==> src/rtl/adc_spi_sampler.sv <==
// Sample-rate strobe generator and 16-clock SPI reader for a 12-bit offset-binary ADC.
// Each frame delivers one two's-complement sample on dout, marked by a rising f_s.
module adc_spi_sampler #(
  parameter int CLK_DIV  = 2500,
  parameter int SCLK_DIV = 4,
  parameter int FS_HIGH  = 4
) (
  input  logic               clk,
  input  logic               rst,
  input  logic               en,
  input  logic               adc_miso,
  output logic               adc_cs_n,
  output logic               adc_sclk,
  output logic signed [11:0] dout,
  output logic               f_s,
  output logic               busy
);

  typedef enum logic [1:0] {IDLE, SETUP, SHIFT, HOLD} state_e;

  localparam logic [15:0] CntMax = 16'(CLK_DIV - 1);
  localparam logic [7:0]  DivMax = 8'(SCLK_DIV - 1);
  localparam logic [15:0] FsMax  = 16'(FS_HIGH - 1);

  generate
    if (CLK_DIV < 34 * SCLK_DIV + FS_HIGH + 2 || CLK_DIV > 65535 ||
        SCLK_DIV < 1 || SCLK_DIV > 255 || FS_HIGH < 2) begin : gParamCheck
      $fatal(1, "adc_spi_sampler: illegal CLK_DIV/SCLK_DIV/FS_HIGH combination");
    end
  endgenerate

  state_e             state_q, state_d;
  logic [15:0]        periodCnt_q, periodCnt_d;
  logic [7:0]         divCnt_q, divCnt_d;
  logic [4:0]         bitCnt_q, bitCnt_d;
  logic [15:0]        shift_q, shift_d;
  logic [15:0]        fsCnt_q, fsCnt_d;
  logic               csN_q, csN_d;
  logic               sclk_q, sclk_d;
  logic               fs_q, fs_d;
  logic               busy_q, busy_d;
  logic signed [11:0] dout_q, dout_d;
  logic               startEvt;
  logic               divTick;

  always_ff @(posedge clk or negedge rst) begin
    if (!rst) begin
      state_q     <= IDLE;
      periodCnt_q <= '0;
      divCnt_q    <= '0;
      bitCnt_q    <= '0;
      shift_q     <= '0;
      fsCnt_q     <= '0;
      csN_q       <= 1'b1;
      sclk_q      <= 1'b0;
      fs_q        <= 1'b0;
      busy_q      <= 1'b0;
      dout_q      <= '0;
    end else begin
      state_q     <= state_d;
      periodCnt_q <= periodCnt_d;
      divCnt_q    <= divCnt_d;
      bitCnt_q    <= bitCnt_d;
      shift_q     <= shift_d;
      fsCnt_q     <= fsCnt_d;
      csN_q       <= csN_d;
      sclk_q      <= sclk_d;
      fs_q        <= fs_d;
      busy_q      <= busy_d;
      dout_q      <= dout_d;
    end
  end

  // One divider tick per SCLK half-period; every FSM step happens on a tick.
  always_comb begin
    state_d     = state_q;
    periodCnt_d = periodCnt_q;
    divCnt_d    = '0;
    bitCnt_d    = bitCnt_q;
    shift_d     = shift_q;
    fsCnt_d     = fsCnt_q;
    csN_d       = csN_q;
    sclk_d      = sclk_q;
    fs_d        = fs_q;
    busy_d      = busy_q;
    dout_d      = dout_q;

    startEvt = (state_q == IDLE) && en && (periodCnt_q == '0);
    divTick  = (divCnt_q == DivMax);

    if (en || state_q != IDLE) begin
      periodCnt_d = (periodCnt_q == CntMax) ? '0 : periodCnt_q + 16'd1;
    end else begin
      periodCnt_d = '0;
    end

    if (state_q != IDLE) begin
      divCnt_d = divTick ? '0 : divCnt_q + 8'd1;
    end

    if (fs_q) begin
      if (fsCnt_q == FsMax) begin
        fs_d = 1'b0;
      end else begin
        fsCnt_d = fsCnt_q + 16'd1;
      end
    end

    case (state_q)
      IDLE: begin
        if (startEvt) begin
          state_d = SETUP;
          csN_d   = 1'b0;
          busy_d  = 1'b1;
        end
      end
      SETUP: begin
        if (divTick) begin
          state_d  = SHIFT;
          sclk_d   = 1'b1;
          bitCnt_d = '0;
        end
      end
      SHIFT: begin
        // MISO is captured on the same edge that drops SCLK; the final low phase
        // completes before HOLD starts.
        if (divTick) begin
          if (sclk_q) begin
            sclk_d   = 1'b0;
            shift_d  = {shift_q[14:0], adc_miso};
            bitCnt_d = bitCnt_q + 5'd1;
          end else if (bitCnt_q == 5'd16) begin
            state_d = HOLD;
          end else begin
            sclk_d = 1'b1;
          end
        end
      end
      HOLD: begin
        if (divTick) begin
          state_d = IDLE;
          csN_d   = 1'b1;
          busy_d  = 1'b0;
          dout_d  = {~shift_q[11], shift_q[10:0]};
          fs_d    = 1'b1;
          fsCnt_d = '0;
        end
      end
      default: state_d = IDLE;
    endcase
  end

  assign adc_cs_n = csN_q;
  assign adc_sclk = sclk_q;
  assign dout     = dout_q;
  assign f_s      = fs_q;
  assign busy     = busy_q;

endmodule
==> config.mk <==
export PLATFORM = sky130hd
export DESIGN_NAME = adc_spi_sampler
export DESIGN_NICKNAME = d
export VERILOG_FILES = /design/src/rtl/adc_spi_sampler.sv
export SDC_FILE = /design/constraint.sdc
export NUM_CORES = 1
export LEC_CHECK = 0
export BUFFER_PORTS_ARGS = -buffer_cell sky130_fd_sc_hd__buf_2
export CELL_PAD_IN_SITES_DETAIL_PLACEMENT = 1
export CELL_PAD_IN_SITES_GLOBAL_PLACEMENT = 1
export CORE_ASPECT_RATIO = 1.75
export CORE_UTILIZATION = 40
export DETAILED_ROUTE_END_ITERATION = 10
export PLACE_DENSITY_LB_ADDON = 0.1
export SYNTH_ARGS = -nofsm -noshare
export SYNTH_HDL_FRONTEND = slang
export SYNTH_SLANG_ARGS = --single-unit
==> constraint.sdc <==
create_clock -name clk -period 4 [get_ports clk]
set_clock_uncertainty 0.15 [all_clocks]
set_input_delay 1 -clock clk [delete_from_list [all_inputs] [get_ports clk]]
set_output_delay 1 -clock clk [all_outputs]
set_load 0.02 [all_outputs]
==> flow_summary.json <==
{
  "grt_usage_pct": 19.2,
  "wl_per_cell_um": 15.8,
  "post-route-period-util_pct": 64.6,
  "endpoint": "fsCnt_q[15]",
  "routed_via_density": 5.27,
  "areaGrowthSynthToFinish_pct": 12.9,
  "synth_mux_area_share_pct": 6.60,
  "crit_start": "divCnt_q[0]",
  "dieArea_um2": 9690,
  "ctsResizeCount": 0,
  "synth_edf_count": 0,
  "pwr-share-clk_pct": 49.6,
  "power.leakage_nw": 1.95,
  "maxSlewViolCount": 0,
  "slowest_stage": "nor3_4",
  "maxSlewHeadroom_pct": 28.5,
  "die_x_um": 74.8,
  "numCtsBuffers": 9,
  "drive_gt1_share_pct": 15.4,
  "synth_warnings": 0,
  "cts.sinks": 75,
  "die_h_um": 129,
  "clk_pin_slew_ns": 0.06,
  "max_stage_delay_ns": 0.71,
  "fin_util_pct": 46.4,
  "ant_nets": 0,
  "fin_tns_setup_ns": 0,
  "antenna_cells": 0,
  "holdBufCountCts": 0,
  "layout_commonest_cell": "dfrtp_1",
  "cap_violations": 0,
  "final_cell_mix": "dfrtp_1, nand2_1, nor2_1",
  "p_switching_uw": 363,
  "timing_worst_setup_path_type": "flip-flop to flip-flop",
  "nets": 393,
  "drc": 0,
  "tightest_slew_ns": 1.07,
  "antenna_found_initial": 0,
  "ys_seq_elements": 75,
  "finalSetupViolCount": 0,
  "setup.worst_path.end_class": "flip-flop",
  "fp-row-count": 46,
  "power_frac_seq_pct": 49.0,
  "synthAdderAreaFrac_pct": 3.71,
  "cts-htree-levels": 3,
  "port_buffers": 19,
  "postCtsSetupBuffers": 0,
  "fillers": 1042,
  "drt_pass1_iterations": 4,
  "root_buffer": "clkbuf_16",
  "rsz0062_at_grt": "no",
  "regToRegStartpoint": "divCnt_q[0]",
  "grt_pass1_wl_um": 14100,
  "finalHoldViolations": 0,
  "synth_ff_type": "dfrtp_1",
  "yosysUniqueCellTypes": 48,
  "syn_inst": 358,
  "dp_hpwl_um": 5580,
  "initial_utilization_pct": 41.1,
  "p_int_mw": 1.20,
  "overflow": 0,
  "vias": 2651,
  "max_freq_mhz": 387,
  "r2r_cells": 5,
  "synth_top_family_by_area": "simple AND/OR/NAND/NOR gates",
  "r2r_slack_ns": 1.42,
  "worstPathArrival_ns": 2.64,
  "path_cells": "ha_1 > or3b_2 > nor3_4 > buf_4 > a21oi_1",
  "vdd.ir_drop.worst_mv": 0.216,
  "swShare_pct": 23.2,
  "outcome": "finished clean",
  "drt-initial-drc-count": 127,
  "cp_max_fo": 21,
  "synth_xor_xnor_area_share_pct": 6.37,
  "cts_tree": "built",
  "ys_async_sr_fraction_pct": 100,
  "core_area_um2": 9040,
  "cts_buffer_depth": 2,
  "hold_class": "flip-flop to flip-flop",
  "grt_pass1_vias": 2876,
  "grt_max_degree": 76,
  "synth_compound_gate_area_share_pct": 6.40,
  "reg2reg_to": "fsCnt_q[15]",
  "worst_setup_path_start_kind": "flip-flop",
  "seq_area_frac_synth_pct": 50.6,
  "crit_required_ns": 4.06,
  "syn_nets": 373,
  "powerDensity_nw_per_um2": 372,
  "clk_latency_ns": 0.33,
  "syn_area_um2": 3710,
  "ioPinCount": 20,
  "place_congestion": 0.766,
  "fin_crit_ns": 2.58,
  "routed_wl_um": 7920,
  "p_comb_share_pct": 1.4,
  "syn_avg_cell_area_um2": 10.4,
  "synth-simple-area-share_pct": 23.0
}
metrics by stage:
| step | power, mW | setup slack [ns] | hold slack (ns) | cells | area, um2 |
|---|---|---|---|---|---|
| 4_1_cts | 1.58 | 1.36 | 0.323 | 503 | 4190 |
| 2_1_floorplan | 0.784 | 1.61 | 0.290 | 358 | 3710 |
| 3_5_place_dp | 0.802 | 1.29 | 0.307 | 487 | 3910 |
| 3_3_place_gp | 0.802 | 1.34 | 0.304 | 487 | 3910 |
| 6_report | 1.56 | 1.42 | 0.317 | 503 | 4190 |
| 5_1_grt | 1.61 | 1.22 | 0.335 | 503 | 4190 |
routing by layer:
metal	global-route usage, %	share of wire [%]	vias up
li1	-	-	1289
met1	22.4	42	1330
met2	33.9	54	24
met3	4.28	2.1	8
met4	6.33	1.1	0
met5	0	0	-
power groups by stage:
| stage | Clock (mW) | Combinational, mW | Sequential [mW] |
|---|---|---|---|
| floorplan | 0 | 0.00520 | 0.778 |
| finish | 0.774 | 0.0215 | 0.765 |
| global placement | 0 | 0.0228 | 0.779 |
| CTS | 0.797 | 0.0232 | 0.765 |
| global route | 0.824 | 0.0255 | 0.765 |
| detailed placement | 0 | 0.0230 | 0.779 |
cell families (layout without fill, tap and decap cells):
kind of cell    Yosys count  count (layout)
flops                    75              75
buf+inv                  27              52
xor+xnor                 27              27
compound gates           35              35
fa+ha+maj                11              11
simple gates            164             164
mux                      19              19
cells in the mapped netlist (2+ instances only):
| library cell | instances | share of area, % |
|---|---|---|
| a41oi_1 | 2 | 0.47 |
| mux2_2 | 4 | 1.2 |
| or4_1 | 3 | 0.61 |
| and3_1 | 3 | 0.51 |
| nand4_1 | 12 | 2.0 |
| nand3_1 | 16 | 2.2 |
| clkbuf_1 | 3 | 0.30 |
| a22o_1 | 2 | 0.47 |
| nor2_1 | 32 | 3.2 |
| nor4_1 | 11 | 1.9 |
| a21oi_1 | 8 | 1.1 |
| dfrtp_1 | 74 | 50 |
| ha_1 | 11 | 3.7 |
| a22oi_1 | 2 | 0.40 |
| or3_1 | 5 | 0.84 |
| buf_2 | 6 | 0.81 |
| inv_1 | 16 | 1.6 |
| o21ai_0 | 9 | 1.2 |
| and4_1 | 3 | 0.71 |
| xor2_1 | 13 | 3.1 |
| mux2i_1 | 5 | 1.3 |
| buf_6 | 2 | 0.61 |
| nand4b_1 | 2 | 0.47 |
| mux2_4 | 10 | 4.0 |
| nor2b_1 | 2 | 0.34 |
| or2_2 | 2 | 0.34 |
| nor3_1 | 11 | 1.5 |
| nor4b_1 | 4 | 0.94 |
| a21o_1 | 2 | 0.40 |
| xnor2_1 | 14 | 3.3 |
| o31ai_1 | 2 | 0.40 |
| nand2_1 | 51 | 5.2 |
sequential cells by signal (all words and copies together) (netlist names):
name,count
state_q,2
bitCnt_q,5
adc_cs_n,1
divCnt_q,8
f_s,1
dout,12
shift_q,12
busy,1
periodCnt_q,16
fsCnt_q,16
adc_sclk,1
worst max-delay path, delay by kind of cell (launching register included):
kind,cells,cell delay [ns]
simple gates,2,1.31
flops,1,0.39
compound gates,1,0.05
buf+inv,1,0.29
fa+ha+maj,1,0.26
worst min path at each step:
stage,end,from,cells after the start
floorplan,dout[11],shift_q[11],1
global placement,dout[8],dout[8],2
detailed placement,dout[3],dout[3],2
CTS,dout[3],dout[3],2
global route,dout[11],shift_q[11],1
finish,dout[7],dout[7],2
final cells by class:
type / count / area, um2 / share of cell area, %
flip-flops and latches: 75 / 1880 / 44.8
multi-input cells: 256 / 1710 / 40.8
clock buffers: 9 / 225 / 5.37
well taps: 120 / 150 / 3.58
repair buffers: 20 / 105 / 2.51
clock inverters: 7 / 61.3 / 1.46
inverters: 16 / 60.1 / 1.43
Note: power is estimated with default switching activity, not from simulation.
